==> src/rtl/dcache_pkg.sv <==
// Shared definitions for the dcache flush engine.
// Holds the tag-entry layout ({dirty, valid, tag}), the field-extract helpers
// and the flush FSM state encoding.
package dcache_pkg;

  localparam int TAG_DIRTY_BIT = 21;
  localparam int TAG_VALID_BIT = 20;
  localparam int TAG_W         = 20;
  localparam int INDEX_W       = 6;
  localparam int LINE_OFFSET_W = 6;
  localparam int TAG_ENTRY_W   = TAG_W + 2;

  typedef enum logic [2:0] {
    ST_IDLE = 3'd0,
    ST_RD   = 3'd1,
    ST_CHK  = 3'd2,
    ST_WB   = 3'd3,
    ST_UPD  = 3'd4,
    ST_NEXT = 3'd5,
    ST_DONE = 3'd6
  } flush_state_e;

  function automatic logic entry_dirty(input logic [TAG_ENTRY_W-1:0] e);
    return e[TAG_DIRTY_BIT];
  endfunction

  function automatic logic entry_valid(input logic [TAG_ENTRY_W-1:0] e);
    return e[TAG_VALID_BIT];
  endfunction

  function automatic logic [TAG_W-1:0] entry_tag(input logic [TAG_ENTRY_W-1:0] e);
    return e[TAG_W-1:0];
  endfunction

endpackage

==> src/rtl/dcache_flush_engine.sv <==
// dcache_flush_engine: walks every tag RAM entry, requests a writeback for
// each valid+dirty line, then rewrites the entry clean (or invalid when the
// sweep was started in invalidate mode).
//
// Ports:
//   clk_i, rst_i          clock, synchronous active-high reset
//   flush_start_i         start a sweep (sampled in IDLE only)
//   flush_inv_i           invalidate mode, latched with start
//   busy_o, done_o        sweep in progress / one-cycle end-of-sweep pulse
//   tag_addr_o            tag RAM address {tag, index, 0}
//   tag_rdata_i           tag RAM read data {dirty, valid, tag}, 1-cycle latency
//   tag_wr_en_o           tag RAM write enable
//   tag_dirty_o/valid_o   tag RAM write data flags
//   wb_req_o, wb_addr_o   line writeback request and line address
//   wb_ack_i              writeback complete (only honoured while requesting)
//   flushed_cnt_o         lines written back in the last sweep
//
// Build option: define DCACHE_FLUSH_PERF_EN to enable the flushed-line
// counter; otherwise flushed_cnt_o is tied to zero.
module dcache_flush_engine #(
  parameter int TAG_COUNT     = 64,
  parameter int ADDR_WIDTH    = 32,
  parameter int LINE_OFFSET_W = 6
) (
  input  logic                        clk_i,
  input  logic                        rst_i,
  input  logic                        flush_start_i,
  input  logic                        flush_inv_i,
  output logic                        busy_o,
  output logic                        done_o,
  output logic [ADDR_WIDTH-1:0]       tag_addr_o,
  input  logic [21:0]                 tag_rdata_i,
  output logic                        tag_wr_en_o,
  output logic                        tag_dirty_o,
  output logic                        tag_valid_o,
  output logic                        wb_req_o,
  output logic [ADDR_WIDTH-1:0]       wb_addr_o,
  input  logic                        wb_ack_i,
  output logic [$clog2(TAG_COUNT):0]  flushed_cnt_o
);
  import dcache_pkg::*;

  localparam int IDX_W = $clog2(TAG_COUNT);

  function automatic logic [ADDR_WIDTH-1:0] line_addr(input logic [TAG_W-1:0] tag,
                                                      input logic [IDX_W-1:0] idx);
    return (ADDR_WIDTH'(tag) << (LINE_OFFSET_W + IDX_W)) |
           (ADDR_WIDTH'(idx) << LINE_OFFSET_W);
  endfunction

  flush_state_e       r_state;
  flush_state_e       w_next;
  logic [IDX_W-1:0]   r_index;
  logic               r_inv;
  logic [TAG_W-1:0]   r_tag;
  logic               w_dirty;
  logic               w_valid;
  logic               w_last;

  assign w_dirty = entry_dirty(tag_rdata_i);
  assign w_valid = entry_valid(tag_rdata_i);
  assign w_last  = (r_index == IDX_W'(TAG_COUNT - 1));

  // State register
  always_ff @(posedge clk_i) begin
    if (rst_i) r_state <= ST_IDLE;
    else       r_state <= w_next;
  end

  // Next-state logic
  always_comb begin
    w_next = r_state;
    case (r_state)
      ST_IDLE: if (flush_start_i) w_next = ST_RD;
      ST_RD:   w_next = ST_CHK;
      ST_CHK: begin
        // Invalid entries are skipped even if their dirty bit is set.
        if (w_valid && w_dirty)     w_next = ST_WB;
        else if (w_valid && r_inv)  w_next = ST_UPD;
        else                        w_next = ST_NEXT;
      end
      ST_WB:   if (wb_ack_i) w_next = ST_UPD;
      ST_UPD:  w_next = ST_NEXT;
      ST_NEXT: w_next = w_last ? ST_DONE : ST_RD;
      ST_DONE: w_next = ST_IDLE;
      default: w_next = ST_IDLE;
    endcase
  end

  // Sweep control: index and latched mode
  always_ff @(posedge clk_i) begin
    if (rst_i) begin
      r_index <= '0;
      r_inv   <= 1'b0;
    end else if (r_state == ST_IDLE && flush_start_i) begin
      r_index <= '0;
      r_inv   <= flush_inv_i;
    end else if (r_state == ST_NEXT && !w_last) begin
      r_index <= r_index + 1'b1;
    end
  end

  // Captured tag is data only; it is consumed solely in WB/UPD after CHK.
  always_ff @(posedge clk_i) begin
    if (r_state == ST_CHK) r_tag <= entry_tag(tag_rdata_i);
  end

  // Output logic
  always_comb begin
    busy_o      = (r_state != ST_IDLE);
    done_o      = 1'b0;
    tag_addr_o  = '0;
    tag_wr_en_o = 1'b0;
    tag_dirty_o = 1'b0;
    tag_valid_o = 1'b0;
    wb_req_o    = 1'b0;
    wb_addr_o   = '0;
    case (r_state)
      // Address stays on the index through CHK/WB so read data is stable.
      ST_RD, ST_CHK: tag_addr_o = line_addr('0, r_index);
      ST_WB: begin
        tag_addr_o = line_addr('0, r_index);
        wb_req_o   = 1'b1;
        wb_addr_o  = line_addr(r_tag, r_index);
      end
      ST_UPD: begin
        // Suppress the write if reset lands on the update cycle.
        tag_wr_en_o = !rst_i;
        tag_addr_o  = line_addr(r_tag, r_index);
        tag_valid_o = !r_inv;
      end
      ST_DONE: done_o = 1'b1;
      default: ;
    endcase
  end

`ifdef DCACHE_FLUSH_PERF_EN
  logic [IDX_W:0] r_flushed_cnt;

  always_ff @(posedge clk_i) begin
    if (rst_i)                                      r_flushed_cnt <= '0;
    else if (r_state == ST_IDLE && flush_start_i)   r_flushed_cnt <= '0;
    else if (r_state == ST_WB && wb_ack_i)          r_flushed_cnt <= r_flushed_cnt + 1'b1;
  end

  assign flushed_cnt_o = r_flushed_cnt;
`else
  assign flushed_cnt_o = '0;
`endif

endmodule

==> config.mk <==
export PLATFORM = sky130hd
export DESIGN_NAME = dcache_flush_engine
export DESIGN_NICKNAME = d
export VERILOG_FILES = /design/src/rtl/dcache_pkg.sv /design/src/rtl/dcache_flush_engine.sv
export SDC_FILE = /design/constraint.sdc
export NUM_CORES = 1
export LEC_CHECK = 0
export CAP_MARGIN = 0
export CORE_ASPECT_RATIO = 0.75
export CORE_MARGIN = 3
export CORE_UTILIZATION = 37
export CTS_CLUSTER_DIAMETER = 80
export DETAILED_ROUTE_END_ITERATION = 12
export PLACE_DENSITY = 0.8
export RECOVER_POWER = 25
export SLEW_MARGIN = 25
export SYNTH_ARGS = -nofsm -noshare
export SYNTH_HDL_FRONTEND = slang
export SYNTH_SLANG_ARGS = --single-unit
==> constraint.sdc <==
create_clock -name clk_i -period 2.4 [get_ports clk_i]
set_clock_uncertainty 0.2 [all_clocks]
set_input_delay 0.72 -clock clk_i [delete_from_list [all_inputs] [get_ports clk_i]]
set_output_delay 0.72 -clock clk_i [all_outputs]
set_load 0.01 [all_outputs]
== After elaboration in Yosys (flattened, before gate mapping) ==
Index checks and enable logic that the tools add are counted.
Cells by class
  add/subtract/negate cells: 1
  equal/unequal tests: 9
  muxes and demuxes: 12
  bitwise gates (word level): 1
  reduce and logical (&&, ||, !) cells: 12
Operators by type and width (number)
  $pmux W32 S2: 1
  $mux W32: 1
  $or A32 B12 Y32: 1
  $pmux W3 S6: 1
  $mux W3: 4
  $eq A3 B3 Y1 const B: 3
  $add A6 B1 Y6 const B: 1
  $eq A3 B2 Y1 const B: 2
  $eq A6 B6 Y1 const B: 1
  $mux W1: 5
  $logic_and A1 B1 Y1: 4
  $ne A2 B2 Y1 const B: 2
  $eq A3 B1 Y1 const B: 1
  $logic_not A1 Y1: 3
  $logic_not A3 Y1: 1
  $reduce_bool A3 Y1: 1
  $reduce_or A3 Y1: 1
  $reduce_and A2 Y1: 1
  $reduce_or A2 Y1: 1
Word-level totals
  bits in registers: 30
  input port bits: 27
  output and inout bits: 77
  logic and storage cells: 39

== Depth between registers and ports, before layout ==
  depth in word-level cells: 4
  gate-level depth with buffers: 5
  mapped depth without buffers: 3

== Worst setup path before layout ==
No wires, ideal clock.
  path type: register to output
  start: reg r_state[0]
  end: out tag_valid_o
  arrival time: 1.173 ns
  required time: 1.480 ns
  slack: 0.307 ns
  stages on the path, launching flop included: 6
  buffers on the path: 2
  cells stage by stage: dfxtp_1 buf_2 nor2_1 clkbuf_1 nand2_1 nor2_1
On the way
  longest elaborated chain between the ends: 2
RTL lines
  from (decl): RTL line dcache_flush_engine.sv:51  | flush_state_e r_state;
  from (signal assigned): RTL line dcache_flush_engine.sv:67  | else r_state <= w_next;
  $eq A3 B3 Y1: RTL line dcache_flush_engine.sv:118  | case (r_state)
  $mux W1: RTL line dcache_flush_engine.sv:118
  to (decl): RTL line dcache_flush_engine.sv:35  | output logic tag_valid_o,
Every way passes these cells.

== Final worst setup path ==
  start: reg r_state[2]
  end: out busy_o
On the way
  longest elaborated chain between the ends: 1
RTL lines
  $reduce_bool A3 Y1: RTL line dcache_flush_engine.sv:110  | busy_o = (r_state != ST_IDLE);
  to (decl): RTL line dcache_flush_engine.sv:29  | output logic busy_o,
Every way passes these cells.

==> flow_summary.toml <==
[status]
status = "completed"

[timing]
fin_crit_ps = 2360
report.final.slew_viol_count = 0
max_slew.worst_pin.slew_ps = 529
fin_tns_setup_ps = 0
setup_slack_ps = 44.1
finalSetupViolCount = 0
finalCritPeriodShare = 0.982
rsz0062_at_grt = "false"
hold_viol_final = 0
maxSlewHeadroom = 0.645
fmax_mhz = 424

[route]
num_vias = 1613
drt-wirelength-per-cell_um = 14.8
wl_mm = 4.78
drt-initial-drc-count = 50
ant_nets = 0
wl_met2_mm = 2.38
drcViolationCount = 0
m1WireLength_mm = 1.90
wl_met3_um = 475
drtPass1Iterations = 4
vias_per_cell = 4.98
dr.max_layer_used = "met4"

[global_route]
grt_pass1_vias = 1529
gr-usage-all-layers = 0.170
grt_max_degree = 23
grt_pass1_wl_mm = 7.43
gr-total-overflow = 0
antenna_found_initial = 0

[logic_synthesis]
yosys_warnings = 0
yosysSeqAreaShare = 0.462
yosysUniqueCellTypes = 38
ys_ff_latch = 30
synth_area_mm2 = 0.00173
avgSynthCellArea_um2 = 9.96
netlist_instances = 174
ys.flop_type = "edfxtp_1"
async_reset_ff_frac = 0
synth_edf_count = 20

[clock_tree]
clk_path_buf_depth = 2
cts_buffers = 5
cts.sinks = 30
clkSlewWorstSetupHoldPaths_ps = 60
cts_tree = "yes"
cts-root-buf = "clkbuf_8"
clock_latency_ps = 270
cts_hold_buffers = 0
htree_levels = 2

[placed_design]
dp_slack_ps = -307
dpl.hpwl_mm = 3.56
numPortBuffers = 83
place.gp.congestion = 0.815
placed_area_mm2 = 0.00263

[layout]
layout_commonest_cell = "dlygate4sd2_1"
multi_input_area_um2 = 822
n_fill_cell = 404
final_cell_mix = "35 x dlygate4sd2_1, 30 x and2_1, 22 x and3_1"
regArea_um2 = 808
fin_util = 0.611
area_growth_pct = 50.8
antenna_cells = 0
finalNetCount = 296
drive_above_1_share = 0.193
final_cell_area_mm2 = 0.00261

[die]
ios = 104
core-area_mm2 = 0.00428
num_rows = 20
die_h_um = 65.3
dieArea_mm2 = 0.00555
die_width_um = 85.0
initial_core_util = 0.405

[critical_path]
worst_ep_arrival_time_ps = 1440
critPathMaxFanout = 9
crit_required_ps = 1480
startpoint_type = "register"
crit_path_end_kind = "output port"
crit_type = "reg2out"

[power_and_ir_drop]
peakVddDrop_v = 0.000384
p_leak_nw = 1.30
powerDensity_mw_per_mm2 = 481

[run]
max-cap-violations = 0

[min_path]
hold_path.class = "reg2reg"
-- sequential cells by signal, indices dropped and copies added (netlist names) --
signal and cells:
r_tag 20, r_index 6, r_state 3, r_inv 1
-- critical path, stage by stage, from the launching register on --
cell and delay, ps:
dfxtp_1 320, buf_4 140, buf_4 150, or3_1 300
clkdlybuf4s15_1 240
-- final cells by class --
| cell class | count | share of cell area |
|---|---|---|
| repair buffers | 100 | 0.316 |
| multi-input cells | 129 | 0.315 |
| flip-flops and latches | 30 | 0.309 |
| clock buffers | 6 | 0.0278 |
| well taps | 55 | 0.0263 |
| clock inverters | 2 | 0.00335 |
| inverters | 2 | 0.00287 |
-- metal layers --
layer | track usage | vias up
met1 | 0.197 | 752
met2 | 0.293 | 85
met3 | 0.0652 | 4
met5 | 0 | -
li1 | - | 772
met4 | 0.0534 | 0
-- repair_timing --
item / in CTS / in global routing
resized for setup: 100 / 27
endpoints found under the setup margin: 57 / 43
pin swaps: 1 / 1
setup buffers: 2 / 0
endpoints found under the hold margin: 0 / 0
-- cells in the mapped netlist (2+ instances only) --
library cell,count,share of area
a311oi_1,2,0.010
buf_2,5,0.014
buf_4,20,0.087
dfxtp_1,10,0.12
or3b_1,2,0.010
inv_1,2,0.0043
a21oi_1,4,0.012
mux2i_1,4,0.023
and2_1,31,0.11
and3_1,22,0.079
nand2b_1,2,0.0072
nand2_1,3,0.0065
nor3_1,2,0.0058
nand3_1,2,0.0058
edfxtp_1,20,0.35
a31oi_1,3,0.011
nand3b_1,5,0.022
o31a_1,2,0.010
nor2_1,8,0.017
clkbuf_1,7,0.015
-- through the flow --
step	power, mW	hold WS (ps)	std cells
after floorplan	0.763	287	193
after global placement	0.888	316	315
after detailed placement	0.898	333	315
after CTS	1.27	348	325
after global routing	1.33	371	324
final	1.26	335	324
-- logic make-up (layout without fill, tap and decap cells) --
family,Yosys count,after routing,share of synthesized area
simple gates,86,86,0.307
buf+inv,34,110,0.121
flops,30,30,0.462
compound gates,17,17,0.0729
mux,4,4,0.0231
fa+ha+maj,1,1,0.00722
other cells,1,20,0.00216
xor+xnor,1,1,0.00506
-- power breakdown --
group | internal [mW] | switching [mW] | total (mW) | leakage [nW]
registers | 0.585 | 0.0178 | 0.603 | 0.265
clock network | 0.199 | 0.173 | 0.371 | 0.0426
logic | 0.134 | 0.148 | 0.282 | 0.995
total | 0.918 | 0.338 | 1.26 | 1.30
-- path summary, 6_finish.rpt --
| kind | cells after the start | start | to | slack, ps |
|---|---|---|---|---|
| hold reg to reg | 2 | r_inv | r_inv | 340 |
| setup / recovery | 4 | r_state[2] | busy_o | 40 |
| setup reg to reg | 5 | r_state[2] | r_index[0] | 480 |
| hold / removal | 2 | r_inv | r_inv | 340 |
No activity file was read; power rests on OpenSTA's default activity.
